**src/rtl/adc_sched_pkg.sv**
```systemverilog
// Shared types and defaults for the ADC conversion scheduler.
package adc_sched_pkg;

  localparam int RESULT_W               = 16;
  localparam int DEFAULT_FIFO_DEPTH     = 4;
  localparam int DEFAULT_TIMEOUT_CYCLES = 1024;

  typedef enum logic [1:0] {
    ST_IDLE    = 2'd0,
    ST_START   = 2'd1,
    ST_WAIT    = 2'd2,
    ST_CAPTURE = 2'd3
  } state_e;

endpackage

```
**src/rtl/adc_sched_fifo.sv**
```systemverilog
// Result FIFO with a registered head word; a pop while full frees the slot the
// same-cycle push writes, so full+push+pop never drops.
module adc_sched_fifo
  import adc_sched_pkg::*;
#(
  parameter int  DEPTH = DEFAULT_FIFO_DEPTH,
  localparam int AW    = $clog2(DEPTH),
  localparam int CW    = AW + 1
) (
  input  logic                clk,
  input  logic                rst_n,
  input  logic                flush_in,
  input  logic                push_in,
  input  logic [RESULT_W-1:0] push_data_in,
  input  logic                pop_in,
  output logic [RESULT_W-1:0] head_out,
  output logic                full_out,
  output logic                empty_out,
  output logic [CW-1:0]       count_out,
  output logic                drop_out
);

  logic [RESULT_W-1:0] mem_q [DEPTH];
  logic [RESULT_W-1:0] mem_d [DEPTH];
  logic [AW-1:0]       wr_q, wr_d, rd_q, rd_d;
  logic [CW-1:0]       count_q, count_d;
  logic [RESULT_W-1:0] head_q, head_d;
  logic                do_push, do_pop;

  assign empty_out = (count_q == '0);
  assign full_out  = (count_q == CW'(DEPTH));
  assign do_pop    = pop_in & ~empty_out;
  assign do_push   = push_in & (~full_out | do_pop);
  assign drop_out  = ~flush_in & push_in & full_out & ~do_pop;
  assign head_out  = head_q;
  assign count_out = count_q;

  always_comb begin
    mem_d   = mem_q;
    wr_d    = wr_q;
    rd_d    = rd_q;
    count_d = count_q;
    head_d  = head_q;
    if (flush_in) begin
      wr_d    = '0;
      rd_d    = '0;
      count_d = '0;
    end else begin
      if (do_push) begin
        mem_d[wr_q] = push_data_in;
        wr_d        = wr_q + 1'b1;
      end
      if (do_pop) rd_d = rd_q + 1'b1;
      count_d = count_q + CW'(do_push) - CW'(do_pop);
      // When the FIFO drains to nothing the head keeps its last word.
      if ((count_q - CW'(do_pop)) == '0) begin
        if (do_push) head_d = push_data_in;
      end else begin
        head_d = mem_q[rd_d];
      end
    end
  end

  always_ff @(posedge clk) begin
    if (!rst_n) begin
      wr_q    <= '0;
      rd_q    <= '0;
      count_q <= '0;
      head_q  <= '0;
    end else begin
      wr_q    <= wr_d;
      rd_q    <= rd_d;
      count_q <= count_d;
      head_q  <= head_d;
    end
  end

  always_ff @(posedge clk) begin
    mem_q <= mem_d;
  end

endmodule

```
**src/rtl/adc_conv_scheduler.sv**
```systemverilog
// Arbitrates software and timer conversion requests, runs one ADC conversion at a
// time and queues results. ADC_SCHED_TIMEOUT_EN adds a WAIT-state watchdog.
module adc_conv_scheduler
  import adc_sched_pkg::*;
#(
  parameter int FIFO_DEPTH     = DEFAULT_FIFO_DEPTH,
  parameter int TIMEOUT_CYCLES = DEFAULT_TIMEOUT_CYCLES
) (
  input  logic                clk,
  input  logic                rst_n,
  input  logic                sw_start_in,
  input  logic [15:0]         timer_period_in,
  input  logic                clear_in,
  output logic                start_conversion_out,
  input  logic                conversion_finished_in,
  input  logic [RESULT_W-1:0] result_in,
  output logic [RESULT_W-1:0] result_data_out,
  output logic                result_valid_out,
  input  logic                result_ready_in,
  output logic                busy_out,
  output logic                overflow_out,
  output logic                timeout_out,
  output state_e              state_dbg_out
);

  localparam int CW = $clog2(FIFO_DEPTH) + 1;

  state_e              state_q, state_d;
  logic                fin_prev_q, fin_rise;
  logic [RESULT_W-1:0] cap_q, cap_d;
  logic                sw_pend_q, sw_pend_d, tmr_pend_q, tmr_pend_d;
  logic                sw_req, tmr_req, grant_sw, grant_tmr;
  logic [15:0]         tmr_cnt_q, tmr_cnt_d, period_prev_q;
  logic                period_chg, tmr_wrap;
  logic                overflow_q, overflow_d;
  logic                push, wd_expire;
  logic                fifo_full, fifo_empty, fifo_drop;
  logic [CW-1:0]       fifo_count;
  logic                unused_fifo;

  assign fin_rise  = conversion_finished_in & ~fin_prev_q;
  // clear_in wins over any request that would otherwise be granted this cycle.
  assign sw_req    = ~clear_in & (sw_start_in | sw_pend_q);
  assign tmr_req   = ~clear_in & (tmr_wrap | tmr_pend_q);
  assign grant_sw  = (state_q == ST_IDLE) & sw_req;
  assign grant_tmr = (state_q == ST_IDLE) & ~sw_req & tmr_req;

  assign period_chg = (timer_period_in != period_prev_q);
  assign tmr_wrap   = (timer_period_in != 16'd0) & ~period_chg &
                      (tmr_cnt_q == timer_period_in - 16'd1);

  always_ff @(posedge clk) begin
    if (!rst_n) state_q <= ST_IDLE;
    else        state_q <= state_d;
  end

  always_comb begin
    state_d = state_q;
    case (state_q)
      ST_IDLE:    if (sw_req | tmr_req) state_d = ST_START;
      ST_START:   state_d = ST_WAIT;
      ST_WAIT:    if (fin_rise) state_d = ST_CAPTURE;
                  else if (wd_expire) state_d = ST_IDLE;
      ST_CAPTURE: state_d = ST_IDLE;
      default:    state_d = ST_IDLE;
    endcase
  end

  always_comb begin
    start_conversion_out = (state_q == ST_START);
    busy_out             = (state_q != ST_IDLE);
    push                 = (state_q == ST_CAPTURE) & ~clear_in;
  end

  assign state_dbg_out = state_q;

  always_comb begin
    cap_d      = ((state_q == ST_WAIT) && fin_rise) ? result_in : cap_q;
    sw_pend_d  = ~clear_in & (sw_pend_q | sw_start_in) & ~grant_sw;
    tmr_pend_d = ~clear_in & (tmr_pend_q | tmr_wrap) & ~grant_tmr;
    tmr_cnt_d  = (period_chg || tmr_wrap || timer_period_in == 16'd0) ? 16'd0
                                                                      : tmr_cnt_q + 16'd1;
    overflow_d = ~clear_in & (overflow_q | fifo_drop);
  end

  always_ff @(posedge clk) begin
    if (!rst_n) begin
      fin_prev_q    <= 1'b0;
      cap_q         <= '0;
      sw_pend_q     <= 1'b0;
      tmr_pend_q    <= 1'b0;
      tmr_cnt_q     <= '0;
      period_prev_q <= '0;
      overflow_q    <= 1'b0;
    end else begin
      fin_prev_q    <= conversion_finished_in;
      cap_q         <= cap_d;
      sw_pend_q     <= sw_pend_d;
      tmr_pend_q    <= tmr_pend_d;
      tmr_cnt_q     <= tmr_cnt_d;
      period_prev_q <= timer_period_in;
      overflow_q    <= overflow_d;
    end
  end

  assign overflow_out = overflow_q;

`ifdef ADC_SCHED_TIMEOUT_EN
  localparam int WDW = $clog2(TIMEOUT_CYCLES + 1);
  logic [WDW-1:0] wd_cnt_q, wd_cnt_d;
  logic           timeout_q, timeout_d;

  // Expires on the TIMEOUT_CYCLES-th WAIT cycle unless the edge arrives then.
  assign wd_expire = (state_q == ST_WAIT) & ~fin_rise &
                     (wd_cnt_q == WDW'(TIMEOUT_CYCLES - 1));

  always_comb begin
    wd_cnt_d  = (state_q == ST_WAIT) ? wd_cnt_q + 1'b1 : '0;
    timeout_d = ~clear_in & (timeout_q | wd_expire);
  end

  always_ff @(posedge clk) begin
    if (!rst_n) begin
      wd_cnt_q  <= '0;
      timeout_q <= 1'b0;
    end else begin
      wd_cnt_q  <= wd_cnt_d;
      timeout_q <= timeout_d;
    end
  end

  assign timeout_out = timeout_q;
`else
  logic unused_timeout;
  assign unused_timeout = (TIMEOUT_CYCLES != 0);
  assign wd_expire      = 1'b0;
  assign timeout_out    = 1'b0;
`endif

  adc_sched_fifo #(.DEPTH(FIFO_DEPTH)) u_fifo (
    .clk          (clk),
    .rst_n        (rst_n),
    .flush_in     (clear_in),
    .push_in      (push),
    .push_data_in (cap_q),
    .pop_in       (result_ready_in),
    .head_out     (result_data_out),
    .full_out     (fifo_full),
    .empty_out    (fifo_empty),
    .count_out    (fifo_count),
    .drop_out     (fifo_drop)
  );

  assign result_valid_out = ~fifo_empty;
  assign unused_fifo      = ^{fifo_full, fifo_count};

endmodule

```
**config.mk**
```make
export PLATFORM = sky130hd
export DESIGN_NAME = adc_conv_scheduler
export DESIGN_NICKNAME = d
export VERILOG_FILES = /design/src/rtl/adc_sched_pkg.sv /design/src/rtl/adc_sched_fifo.sv /design/src/rtl/adc_conv_scheduler.sv
export SDC_FILE = /design/constraint.sdc
export NUM_CORES = 1
export LEC_CHECK = 0
export CORE_AREA = 2 2 140 142
export CTS_CLUSTER_DIAMETER = 80
export DETAILED_ROUTE_END_ITERATION = 10
export DIE_AREA = 0 0 142 144
export GPL_TIMING_DRIVEN = 1
export PLACE_DENSITY = 0.61
export SETUP_SLACK_MARGIN = 0.4
export SLEW_MARGIN = 5
export SYNTH_ARGS = -nofsm -noshare
export SYNTH_HDL_FRONTEND = slang
export SYNTH_SLANG_ARGS = --single-unit
```
**constraint.sdc**
```tcl
create_clock -name clk -period 8.9 [get_ports clk]
set_clock_uncertainty 0.1 [all_clocks]
set_input_delay 2.225 -clock clk [delete_from_list [all_inputs] [get_ports clk]]
set_output_delay 2.225 -clock clk [all_outputs]
set_load 0.02 [all_outputs]
```
==> impl_metrics.py <==
metrics = {
    "clocking": {
        "worstSkewPairLatency_ns": 0.42,
        "htree_num_levels": 4,
        "root_buffer": "clkbuf_16",
        "cts_sinks": 141,
        "cts.clk_slew.worst_paths_ns": 0.06,
        "cts_max_path_buffers": 2,
        "post_cts_buffers": 0,
        "cts_resized": 0,
        "cts_tree": "yes",
        "ctsHoldBuffers": 0,
        "cts_made_buffers": 17,
    },
    "floorplan": {
        "fp.dieArea_um2": 20400,
        "die-height_um": 144,
        "row_count": 51,
        "core_area_um2": 19100,
        "start_util": 0.330,
        "die_w_um": 142,
        "io_pins": 61,
    },
    "sta": {
        "slew_headroom": 0.255,
        "fmax_ghz": 0.181,
        "setup_violations": 0,
        "setup_tns_ns": 0,
        "fin_crit_sh": 0.619,
        "rsz0062_at_grt": "no",
        "hold_viol": 0,
        "finalWorstSetupSlack_ns": 3.39,
        "hold-worst-slack_ns": 0.403,
        "final.min_clock_period_ns": 5.51,
        "drv_slew": 0,
        "tightestPinTransition_ns": 1.12,
    },
    "power_and_ir_drop": {
        "cellPowerDensity_nw_per_um2": 211,
        "p_leak_nw": 2.73,
        "max-vdd-ir-drop_uv": 138,
        "power_mw": 1.61,
    },
    "setup_path": {
        "crit_slowest_cell": "o311ai_2",
        "r2r_setup_slack_ns": 5.25,
        "crit_buf_inv": 2,
        "crit_family": "compound AO/OA/AOI/OAI gates",
        "crit_required_ns": 9.06,
        "worst-endpoint-arrival_ns": 5.68,
        "cp-start-kind": "input port",
        "end_kind": "flip-flop",
        "cp_max_fo": 16,
        "crit_type": "in2reg",
        "critical_path.cell_chain": "clkdlybuf4s50_1, inv_1, ha_1, or4b_2, nor3_1, o21ai_0, a21oi_1, nand4_1, o311ai_2, nor2_1",
        "max_stage_delay_ns": 0.99,
    },
    "logic_synthesis": {
        "synth_cell_types": 55,
        "synth_ff_type": "dfxtp_1",
        "syn_area_per_cell_um2": 11.8,
        "ys_ff_latch": 141,
        "yosys_warnings": 0,
        "syn-num-nets": 587,
        "synth_area_um2": 6300,
        "synth-seq-area-share": 0.550,
        "async_flop_share": 0,
        "netlist_instances": 534,
        "synth_edf_count": 64,
    },
    "job": {
        "drv_cap": 0,
    },
    "detailed_routing": {
        "first_pass_iters": 5,
        "drt-initial-drc-count": 312,
        "wl_um": 13600,
        "dr_total_vias": 4173,
        "via_per_inst": 4.99,
        "avgRoutedWirePerCell_um": 16.3,
        "ant_nets": 0,
        "drc": 0,
    },
    "layout": {
        "instances_no_fill": 837,
        "fillCellCount": 1811,
        "nets": 639,
        "drive_gt1_frac": 0.0968,
        "area_growth_pct": 21.6,
        "antenna_cells": 0,
    },
    "status": {
        "status": "completed",
    },
    "place": {
        "place_inst": 805,
        "gp_congestion": 0.832,
        "pre_cts_ws_ns": 2.93,
        "dp.final_hpwl_um": 9060,
        "port_buffers": 59,
    },
    "grt": {
        "grt_max_degree": 57,
        "grt_pass1_vias": 4316,
        "grt_overflow_total": 0,
        "globalRouteTotalUtil": 0.142,
        "antenna_found_initial": 0,
        "grt_pass1_wl_um": 21900,
    },
    "min_path": {
        "hold_path.class": "reg2reg",
    },
}
[flip-flops by register name, indices dropped and copies added, names as in the netlist]
register / cells
u_fifo.head_out: 16
period_prev_q: 16
u_fifo.rd_q: 2
tmr_cnt_q: 16
fin_prev_q: 1
u_fifo.wr_q: 2
overflow_out: 1
tmr_pend_q: 1
cap_q: 16
u_fifo.mem_q: 64
sw_pend_q: 1
state_dbg_out: 2
u_fifo.count_out: 3
[cells by family (layout without fill, tap and decap cells)]
kind of cell,Yosys count,after routing,synth area share
multiplexers,35,35,0.0874
AND/OR/NAND/NOR,176,176,0.143
XOR/XNOR,54,54,0.0751
adder cells (fa/ha/maj),15,15,0.0310
AO/OA/AOI/OAI,65,65,0.0835
other,1,1,0.000596
buffers and inverters,47,112,0.0294
flip-flops,141,141,0.550
[area by class of cell]
cell class | count | area, µm² | area share
Sequential cell | 141 | 3460 | 0.452
Multi-Input combinational cell | 346 | 2660 | 0.347
Timing Repair Buffer | 62 | 608 | 0.0794
Clock buffer | 19 | 433 | 0.0565
Tap cell | 238 | 298 | 0.0389
Clock inverter | 13 | 129 | 0.0168
Inverter | 18 | 67.6 | 0.00882
[metal layers]
| metal | vias to the layer above | GRT usage | wire length, µm |
|---|---|---|---|
| li1 | 2015 | - | - |
| met2 | 103 | 0.243 | 6720 |
| met4 | 0 | 0.0621 | 333 |
| met1 | 2031 | 0.168 | 6070 |
| met3 | 24 | 0.0387 | 501 |
| met5 | - | 0 | 0 |
[synthesized netlist by cell type, drive strengths merged (5+ instances only)]
library cell / n / area share
a21boi: 16 / 0.019
and2: 22 / 0.022
buf: 9 / 0.0068
clkbuf: 20 / 0.012
dfxtp: 77 / 0.24
edfxtp: 64 / 0.31
ha: 14 / 0.028
inv: 18 / 0.011
mux2i: 19 / 0.030
mux4: 16 / 0.057
nand2: 58 / 0.035
nand3: 11 / 0.0087
nand4: 7 / 0.0070
nor2: 36 / 0.021
nor3: 7 / 0.0056
nor4: 11 / 0.013
o211a: 16 / 0.025
o21ai: 6 / 0.0048
or3: 5 / 0.0050
xnor2: 22 / 0.031
xor2: 32 / 0.045
[per-stage QoR]
step | utilization | cell area, µm²
5_1_grt | 0.401 | 7660
6_report | 0.401 | 7660
3_5_place_dp | 0.372 | 7100
3_3_place_gp | 0.372 | 7100
2_1_floorplan | - | 6300
4_1_cts | 0.401 | 7660
[placed cells by master, fill, tap and decap left out, types with 5 or more instances in the layout]
cell type         n
clkbuf_16        17
nor4_1           10
xor2_1           32
and2_1           22
nand3_1          11
o21ai_0           6
nand4_1           7
xnor2_1          21
o211a_1          16
mux4_2           16
or3_1             5
nor2_1           36
a21boi_0         16
nor3_1            7
inv_6             6
ha_1             14
mux2i_1          19
clkdlybuf4s50_1  58
dfxtp_1          77
nand2_1          58
inv_1            18
edfxtp_1         64
[final timing paths]
path                             from                   to  cells after the start
hold reg to reg   u_fifo.head_out[12]  u_fifo.head_out[12]                      1
hold / removal    u_fifo.head_out[12]  u_fifo.head_out[12]                      1
setup reg to reg  u_fifo.count_out[2]   u_fifo.head_out[7]                      8
setup / recovery   timer_period_in[0]         tmr_cnt_q[3]                     10
[power by group]
group	internal (mW)	leakage, nW	switching (mW)
sequential	0.705	1.18	0.0206
clock	0.391	0.265	0.286
combinational	0.0980	1.29	0.113
total	1.19	2.73	0.420
(Power assumes the default switching activity.)
